===== config.mk =====
export PLATFORM = sky130hd
export DESIGN_NAME = fifo_burst_reader_flat
export DESIGN_NICKNAME = d
export VERILOG_FILES = /design/src/rtl/fifo_burst_reader_if.sv /design/src/rtl/fifo_burst_reader.sv /design/src/flat_wrapper.sv
export SDC_FILE = /design/constraint.sdc
export NUM_CORES = 1
export LEC_CHECK = 0
export BUFFER_PORTS_ARGS = -buffer_cell sky130_fd_sc_hd__buf_2
export CORE_ASPECT_RATIO = 0.7
export CORE_UTILIZATION = 38
export DETAILED_ROUTE_END_ITERATION = 8
export PLACE_DENSITY = 0.69
export SYNTH_ARGS = -nofsm -noshare
export SYNTH_HDL_FRONTEND = slang
export SYNTH_SLANG_ARGS = --single-unit

===== constraint.sdc =====
create_clock -name clk -period 2.7 [get_ports clk]
set_clock_uncertainty 0.05 [all_clocks]
set_input_delay 0.27 -clock clk [delete_from_list [all_inputs] [get_ports clk]]
set_output_delay 0.27 -clock clk [all_outputs]
set_load 0.1 [all_outputs]

===== src/rtl/fifo_burst_reader_if.sv =====
// Output beat stream of fifo_burst_reader: one word per handshake, m_last marks the final beat.
// A beat transfers on a rising edge where m_valid & m_ready; once m_valid rises, m_data and
// m_last stay stable and m_valid stays high until that handshake, and m_ready may toggle freely.
interface fifo_burst_reader_if #(
    parameter int FIFO_WIDTH = 16
);
    logic                  m_valid;
    logic                  m_ready;
    logic [FIFO_WIDTH-1:0] m_data;
    logic                  m_last;

    modport master (
        output m_valid,
        output m_data,
        output m_last,
        input  m_ready
    );

    modport slave (
        input  m_valid,
        input  m_data,
        input  m_last,
        output m_ready
    );
endinterface


===== src/rtl/fifo_burst_reader.sv =====
// Drains burst_len words from a synchronous FIFO read port into a 2-entry skid buffer
// and presents them on a valid/ready stream, tagging the final beat with m_last.
module fifo_burst_reader #(
    parameter int FIFO_WIDTH = 16,
    parameter int FIFO_DEPTH = 8,
    parameter int LEN_W      = 8
) (
    input  logic                  clk,
    input  logic                  rst,
    input  logic                  start,
    input  logic [LEN_W-1:0]      burst_len,
    output logic                  busy,
    output logic                  done,
    output logic                  rd_en,
    input  logic [FIFO_WIDTH-1:0] data_out,
    input  logic                  empty,
    input  logic                  underflow,
    fifo_burst_reader_if.master   m_if,
    output logic [LEN_W-1:0]      words_sent,
    output logic                  err_underflow,
    output logic [1:0]            dbg_state
);

    typedef enum logic [1:0] {
        IDLE = 2'd0,
        RUN  = 2'd1,
        DONE = 2'd2
    } state_t;

    if (FIFO_DEPTH < 1) begin : g_bad_depth
        $error("fifo_burst_reader: FIFO_DEPTH must be at least 1");
    end

    state_t                state_q;
    state_t                state_d;
    logic [LEN_W-1:0]      issue_left;
    logic [LEN_W-1:0]      send_left;
    logic                  inflight;
    logic [1:0]            occ;
    logic [FIFO_WIDTH-1:0] buf0;
    logic [FIFO_WIDTH-1:0] buf1;

    logic       start_acc;
    logic       pop;
    logic       cap;
    logic       uf_hit;
    logic       room;
    logic [1:0] occ_after_pop;

    assign start_acc     = (state_q == IDLE) && start;
    assign pop           = m_if.m_valid && m_if.m_ready;
    assign cap           = inflight && !underflow;
    assign uf_hit        = inflight && underflow;
    assign occ_after_pop = occ - {1'b0, pop};
    // Words buffered plus in flight, after this cycle's pop, must leave a free slot.
    assign room = ({1'b0, occ} + {2'b00, inflight}) < (3'd2 + {2'b00, pop});

    assign m_if.m_valid = (occ != 2'd0);
    assign m_if.m_data  = buf0;
    assign m_if.m_last  = m_if.m_valid && (send_left == LEN_W'(1));
    assign dbg_state    = state_q;

    always_ff @(posedge clk) begin
        if (rst) begin
            state_q <= IDLE;
        end else begin
            state_q <= state_d;
        end
    end

    always_comb begin
        state_d = state_q;
        busy    = 1'b0;
        done    = 1'b0;
        rd_en   = 1'b0;
        case (state_q)
            IDLE: begin
                if (start) begin
                    state_d = (burst_len == '0) ? DONE : RUN;
                end
            end
            RUN: begin
                busy  = 1'b1;
                rd_en = !empty && (issue_left != '0) && room;
                if (pop && m_if.m_last) begin
                    state_d = DONE;
                end
            end
            DONE: begin
                done    = 1'b1;
                state_d = IDLE;
            end
            default: state_d = IDLE;
        endcase
    end

    always_ff @(posedge clk) begin
        if (rst) begin
            issue_left    <= '0;
            send_left     <= '0;
            words_sent    <= '0;
            err_underflow <= 1'b0;
            inflight      <= 1'b0;
            occ           <= 2'd0;
            buf0          <= '0;
            buf1          <= '0;
        end else begin
            inflight <= rd_en;
            if (start_acc) begin
                issue_left    <= burst_len;
                send_left     <= burst_len;
                words_sent    <= '0;
                err_underflow <= 1'b0;
            end else begin
                // A failed read is handed back to the issue counter so it is requested again.
                issue_left <= issue_left - LEN_W'(rd_en) + LEN_W'(uf_hit);
                if (pop) begin
                    send_left  <= send_left - LEN_W'(1);
                    words_sent <= words_sent + LEN_W'(1);
                end
                if (uf_hit) begin
                    err_underflow <= 1'b1;
                end
            end

            // Head always in buf0; a capture lands in the first slot free after this pop.
            if (pop && (occ == 2'd2)) begin
                buf0 <= buf1;
            end
            if (cap) begin
                if (occ_after_pop == 2'd0) begin
                    buf0 <= data_out;
                end else begin
                    buf1 <= data_out;
                end
            end
            occ <= occ_after_pop + {1'b0, cap};
        end
    end

endmodule


===== src/flat_wrapper.sv =====
// flat-port wrapper written by rule: the top's interface ports become plain ports
module fifo_burst_reader_flat 
#(
    parameter int FIFO_WIDTH = 16,
    parameter int FIFO_DEPTH = 8,
    parameter int LEN_W      = 8
)
  (clk, rst, start, burst_len, busy, done, rd_en, data_out, empty, underflow, words_sent, err_underflow, dbg_state, m_if_m_valid, m_if_m_data, m_if_m_last, m_if_m_ready);
  fifo_burst_reader_if #(.FIFO_WIDTH(FIFO_WIDTH)) m_if_i ();
  input  logic clk;
  input  logic rst;
  input  logic start;
  input  logic [LEN_W-1:0] burst_len;
  output logic busy;
  output logic done;
  output logic rd_en;
  input  logic [FIFO_WIDTH-1:0] data_out;
  input  logic empty;
  input  logic underflow;
  output logic [LEN_W-1:0] words_sent;
  output logic err_underflow;
  output logic [1:0] dbg_state;
  output wire logic [$bits(m_if_i.m_valid)-1:0] m_if_m_valid;
  output wire logic [$bits(m_if_i.m_data)-1:0] m_if_m_data;
  output wire logic [$bits(m_if_i.m_last)-1:0] m_if_m_last;
  input wire logic [$bits(m_if_i.m_ready)-1:0] m_if_m_ready;
  assign m_if_m_valid = m_if_i.m_valid;
  assign m_if_m_data = m_if_i.m_data;
  assign m_if_m_last = m_if_i.m_last;
  assign m_if_i.m_ready = m_if_m_ready;
  fifo_burst_reader #(.FIFO_WIDTH(FIFO_WIDTH), .FIFO_DEPTH(FIFO_DEPTH), .LEN_W(LEN_W)) u_core (.clk(clk), .rst(rst), .start(start), .burst_len(burst_len), .busy(busy), .done(done), .rd_en(rd_en), .data_out(data_out), .empty(empty), .underflow(underflow), .m_if(m_if_i), .words_sent(words_sent), .err_underflow(err_underflow), .dbg_state(dbg_state));
endmodule

==> results of run 1 <==
## flip-flops by register name, indices dropped and copies added (netlist names)
name,flops
u_core.occ,2
u_core.words_sent,8
u_core.buf1,16
u_core.dbg_state,2
u_core.inflight,1
u_core.send_left,8
u_core.m_if.m_data,16
u_core.err_underflow,1
u_core.issue_left,8
## cells by family (layout without fill, tap and decap cells)
| group | count (synthesis) | after routing |
|---|---|---|
| fa+ha+maj | 19 | 19 |
| compound gates | 58 | 58 |
| mux | 32 | 32 |
| simple gates | 111 | 111 |
| xor+xnor | 17 | 17 |
| buf+inv | 36 | 106 |
| flops | 62 | 62 |
## metal layers
metal	vias to the layer above	share of wire	routed length, um	GRT usage
met5	-	0	0	0
met4	0	0.0095	63	0.0554
met3	8	0.047	315	0.0565
met2	48	0.45	2980	0.261
met1	1155	0.49	3270	0.226
li1	1284	-	-	-
## synthesized netlist by cell type, types with 2 or more instances
master    count
dfxtp_1      62
nor2_1       57
mux2i_1      32
inv_1        19
nand2_1      19
a211oi_1     18
ha_1         18
a21oi_1      17
clkbuf_1     10
xor2_1        9
xnor2_1       8
nor4_1        6
o21ai_0       6
nor2b_1       5
o21bai_1      5
nand2b_1      4
nand3_1       4
and3_1        3
buf_2         3
a211o_1       2
a21o_1        2
a311oi_1      2
and2_1        2
nand3b_1      2
o211ai_1      2
## worst max-delay path: stages (launching register included)
cell	delay [ns]
dfxtp_2	0.33
ha_4	0.16
ha_4	0.15
nor3_2	0.14
and3_4	0.21
ha_4	0.19
inv_2	0.06
ha_4	0.13
inv_2	0.03
fa_2	0.34
nor2b_2	0.13
o21bai_2	0.08
a211o_1	0.27
a211o_1	0.29
## final cells by class
class,instances,area [sq um]
Fill cell,728,3680
Multi-Input combinational cell,237,1700
Inverter,19,71.3
Clock buffer,14,264
Timing Repair Buffer,72,388
Sequential cell,62,1250
Tap cell,98,123
Clock inverter,1,5.00
## power breakdown
group | switching [uW] | internal (uW)
clock network | 363 | 664
registers | 80.5 | 1030
logic | 853 | 488
total | 1300 | 2180
## worst paths after layout
| path | from | to | slack [ns] |
|---|---|---|---|
| min reg2reg | u_core.dbg_state[1] | u_core.dbg_state[1] | 0.40 |
| min | data_out[3] | u_core.buf1[3] | 0.16 |
| max reg2reg | u_core.inflight | u_core.issue_left[6] | 0.04 |
| max | u_core.inflight | u_core.issue_left[6] | 0.04 |
## through the flow
stage	cells	power, uW	hold slack, ns
CTS	503	3500	0.145
floorplan	335	2160	0.356
global route	503	3690	0.159
finish	503	3470	0.156
detailed placement	488	2450	0.396
global placement	488	2420	0.379
## what timing repair did
item / 4_1_cts / 5_1_grt
endpoints found under the setup margin: 2 / 1
pin swaps: 4 / 1
gates cloned: 0 / 0
resized for setup: 1 / 2
hold buffers: 0 / 0
hold endpoints to repair: 0 / 0
==> summary.txt, run 1 <==
Placement
  • Placer congestion estimate: 0.859
  • Setup WS pre-CTS: -0.0489 ns
  • Post-DP Area: 3520 sq um
  • IO Port Bufs: 61
  • HPWL after DPL: 4810 um

Setup path
  • Worst path required time: 2.86 ns
  • CP Capture Type: register
  • Arr. time, crit path: 2.82 ns
  • Kind of critical path: register to register
  • FF-to-FF path depth: 13
  • Startpoint types: register
  • CP max FO: 3

Synth
  • Share of the synthesized area in the top cell type: 0.412
  • Seq/Total Area, Yosys: 0.412
  • Main area contributors after synthesis: dfxtp_1 (41%), mux2i_1 (11%), ha_1 (7.5%)
  • Post-Synth Adder-Cell Area: 0.0815
  • EDFF count, synth: 0
  • Post-synth top flop: dfxtp_1
  • Library cells used by synthesis: 43
  • Async set-reset flop share out of synthesis: 0
  • Syn avg cell area: 8.99 sq um
  • Ys Warns: 0
  • Post-synthesis cell area: 3010 sq um
  • Compound-Gate Fraction of Synth Area: 0.128
  • Top cell type by total area after synthesis: dfxtp_1
  • FF+latch count, synth: 62
  • Simple-gate portion of the synthesized area: 0.172
  • Mapped Nets: 384
  • Mapped Cells: 335
  • Largest family of logic cells by synthesized area: simple AND/OR/NAND/NOR gates
  • Synth Area in XOR/XNOR: 0.0495
  • Multiplexer share of the synthesized area: 0.106

Route
  • DRT antenna net count: 0
  • First-pass detailed-route iteration total: 4
  • DRC violations left: 0
  • Via/cell ratio: 4.96
  • Initial drt markers: 88
  • Final wirelength: 6630 um
  • Vias: 2,495
  • DR WL/cell: 13.2 um

Timing
  • Final period utilization: 0.987
  • Post-layout minimum cycle time: 2.66 ns
  • Final setup TNS: 0 ns
  • Final worst slack: 0.0353 ns
  • Slew Limit Fails: 0
  • Final hold violations: 0
  • Final number of setup-violating endpoints: 0
  • RSZ-0062 raised after global routing: true
  • Fmax: 375 MHz
  • Slew margin rel.: 0.482
  • Slew @ Worst Pin: 0.770 ns

Global routing
  • First-pass GRT wire length: 11,000 um
  • Vias in the first global route: 2,365
  • GR Util All Layers: 0.171
  • Largest net degree at the start of global routing: 36
  • GRT overflow: 0
  • Initial antenna violation count: 0

Layout
  • Diodes inserted: 0
  • Layout cells sized above 1: 0.262
  • Final instance area: 3800 sq um
  • Nets: 450
  • Most frequent cells in the layout: buf_2 (61), dfxtp_1 (58), nor2_1 (57), mux2i_1 (32), nand2_1 (19)
  • Post-layout util: 0.508
  • Commonest non-fill, non-tap cell in the layout: buf_2
  • Area Growth Syn to Fin: 26.3%

Power and ir drop
  • Peak supply drop: 0.509 mV
  • PD cells: 914 nW/um^2
  • Leak: 0.00171 uW

Status
  • Status: finished, final reports clean

Job
  • Max-cap violation count: 0

Floorplan
  • Die height: 76.5 um
  • Area of the core: 7480 sq um
  • Die X-Extent: 108 um
  • Starting Density: 0.402
  • I/O pins: 62
  • Die area: 8290 sq um
  • Row cnt: 26

Min path
  • Worst Hold Depth: 3
  • Worst min path class: input port to register

Clock tree
  • Skew-Pair Late Insertion Delay: 0.32 ns
  • H-tree lvl count: 3
  • CTS tree: yes
  • TritonCTS buffer count: 9
  • Clock sink total: 62
  • Clock Tree Root: clkbuf_16
  • Postcts setup bufs: 0
  • Clk slew on worst S/H paths: 0.05 ns
  • Clock buffer depth: 2
(Power assumes the default switching activity.)
==> run 2: changes to the inputs <==
--- a/config.mk
+++ b/config.mk
@@ -6,7 +6,7 @@
 export NUM_CORES = 1
 export LEC_CHECK = 0
 export BUFFER_PORTS_ARGS = -buffer_cell sky130_fd_sc_hd__buf_2
-export CORE_ASPECT_RATIO = 0.7
+export CORE_ASPECT_RATIO = 0.75
 export CORE_UTILIZATION = 38
 export DETAILED_ROUTE_END_ITERATION = 8
 export PLACE_DENSITY = 0.69
==> run 2 against run 1 <==
Effect of this change:
- the flow now finishes with violations (setup timing)
- clock power decreased by 26%
- via count increased by 1.2%
- critical path depth unchanged
- global-route usage decreased by 0.062 points
- design area decreased by 2.0%
- cell count increased by 0.60%
- largest power group unchanged
==> summary.txt, run 2 (synthesis results as in run 1) <==
Status
  • Status: finished, violations left (was finished, final reports clean)
  • Failing checks: setup timing

Layout
  • Fill cell total of the finished layout: 734 (was 728)
  • Commonest non-fill, non-tap cell in the layout: buf_2 (unchanged)
  • Diodes inserted: 0 (unchanged)
  • Layout cells sized above 1: 0.267 (was 0.262)
  • Most frequent cells in the layout: buf_2 (61), dfxtp_1 (58), nor2_1 (57), mux2i_1 (32), nand2_1 (19) (unchanged)
  • Post-layout util: 0.497 (was 0.508)
  • Nets: 449 (was 450)
  • Final instance area: 3730 sq um (was 3800 sq um)
  • Area Growth Syn to Fin: 23.8% (was 26.3%)

Setup path
  • Worst path required time: 2.88 ns (was 2.86 ns)
  • CP max FO: 2 (was 3)
  • Arr. time, crit path: 2.89 ns (was 2.82 ns)
  • Startpoint types: register (unchanged)
  • CP Capture Type: register (unchanged)
  • Kind of critical path: register to register (unchanged)

Timing
  • Final period utilization: 1.00 (was 0.987)
  • Slew Limit Fails: 0 (unchanged)
  • Fmax: 369 MHz (was 375 MHz)
  • Final worst slack: -0.00768 ns (was 0.0353 ns)
  • Slew @ Worst Pin: 0.744 ns (was 0.770 ns)
  • RSZ-0062 raised after global routing: true (unchanged)
  • Final hold violations: 0 (unchanged)
  • Hold_ws: 0.137 ns (was 0.156 ns)
  • Slew margin rel.: 0.503 (was 0.482)
  • Final number of setup-violating endpoints: 1 (was 0)
  • Post-layout minimum cycle time: 2.71 ns (was 2.66 ns)

Route
  • Final wirelength: 6680 um (was 6630 um)
  • DR WL/cell: 13.2 um (about the same)
  • Initial drt markers: 96 (was 88)
  • DRC violations left: 0 (unchanged)
  • Via/cell ratio: 4.99 (was 4.96)
  • DRT antenna net count: 0 (unchanged)
  • Vias: 2,525 (was 2,495)
  • First-pass detailed-route iteration total: 4 (unchanged)

Placement
  • HPWL after DPL: 4890 um (was 4810 um)
  • Placer congestion estimate: 0.844 (was 0.859)
  • Post-DP Area: 3520 sq um (about the same)
  • IO Port Bufs: 61 (unchanged)

Global routing
  • GRT overflow: 0 (unchanged)
  • GR Util All Layers: 0.170 (was 0.171)
  • First-pass GRT wire length: 11,100 um (was 11,000 um)
  • Initial antenna violation count: 0 (unchanged)
  • Largest net degree at the start of global routing: 33 (was 36)
  • Vias in the first global route: 2,411 (was 2,365)

Job
  • Max-cap violation count: 0 (unchanged)

Power and ir drop
  • PD cells: 860 nW/um^2 (was 914 nW/um^2)
  • Peak supply drop: 0.345 mV (was 0.509 mV)
  • Leak: 0.00167 uW (was 0.00171 uW)
  • Final Total Pwr: 3210 uW (was 3470 uW)

Min path
  • Worst min path class: input port to register (unchanged)

Clock tree
  • Clk slew on worst S/H paths: 0.07 ns (was 0.05 ns)
  • TritonCTS buffer count: 9 (unchanged)
  • Postcts setup bufs: 0 (unchanged)
  • Clock sink total: 62 (unchanged)
  • CTS tree: yes (unchanged)
  • H-tree lvl count: 3 (unchanged)
  • Clock buffer depth: 2 (unchanged)
  • Clock Tree Root: clkbuf_8 (was clkbuf_16)
  • Hold buffers post-CTS: 0 (unchanged)
  • Skew-Pair Late Insertion Delay: 0.33 ns (was 0.32 ns)

Floorplan
  • Die height: 79.1 um (was 76.5 um)
  • Starting Density: 0.401 (was 0.402)
  • I/O pins: 62 (unchanged)
  • Die X-Extent: 105 um (was 108 um)
  • Row cnt: 27 (was 26)
  • Die area: 8290 sq um (about the same)
  • Area of the core: 7500 sq um (was 7480 sq um)
[run 2: changes by cell type in the layout (fill, tap and decap cells not counted), sizes merged]
cell	previous run	this run
clkbuf	14	13
buf	72	71
clkinv	1	2
clkinvlp	0	1
[run 2: critical path: stages, from the launching register on]
cell      delay [ns]
dfxtp_2         0.34
ha_4            0.16
ha_4            0.25
o21ai_2         0.04
and3_4          0.18
ha_4            0.21
inv_2           0.06
ha_4            0.13
inv_2           0.04
fa_2            0.35
nor2b_1         0.12
o21bai_1        0.10
a211o_1         0.33
a211o_1         0.25
[run 2: repair_timing]
item / CTS / global route
endpoints found under the setup margin: 2 / 3
pin swaps: 5 / 7
resized for setup: 0 / 4
cloned: 0 / 0
[run 2: layer usage]
layer	GRT usage	wire length (um)
met1	0.214	3230
met2	0.277	3080
met3	0.0632	313
met4	0.0394	52
met5	0	0
[run 2: path summary, 6_finish.rpt]
kind                                          start              endpoint  slack (ns)  cells after the start
worst max-delay path                  u_core.occ[0]  u_core.issue_left[6]      -0.008                     13
worst min-delay path                   data_out[11]       u_core.buf1[11]        0.14                      3
worst max register to register        u_core.occ[0]  u_core.issue_left[6]      -0.008                     13
worst min register to register  u_core.dbg_state[1]   u_core.dbg_state[1]        0.40                      1
[run 2: area by class of cell]
type	count	area, sq um	share of cell area
multi-input cells	237	1710	0.459
flip-flops and latches	62	1250	0.336
repair buffers	71	380	0.102
clock buffers	13	169	0.0453
well taps	101	126	0.0339
inverters	19	71.3	0.0191
clock inverters	3	17.5	0.00470
[run 2: per-stage QoR]
stage / setup TNS, ns / instances / setup slack (ns)
after floorplan: -0.243 / 335 / -0.243
after global placement: -0.0223 / 490 / -0.0223
after detailed placement: -0.0627 / 490 / -0.0627
after CTS: 0 / 506 / 0.00861
after global routing: -0.143 / 506 / -0.105
final: -0.00768 / 506 / -0.00768
[run 2: power by group]
group	internal, uW	leakage [uW]	switching (uW)	total [uW]
clock network	406	0.0000954	354	760
logic	490	0.00107	851	1340
registers	1020	0.000506	81.8	1100
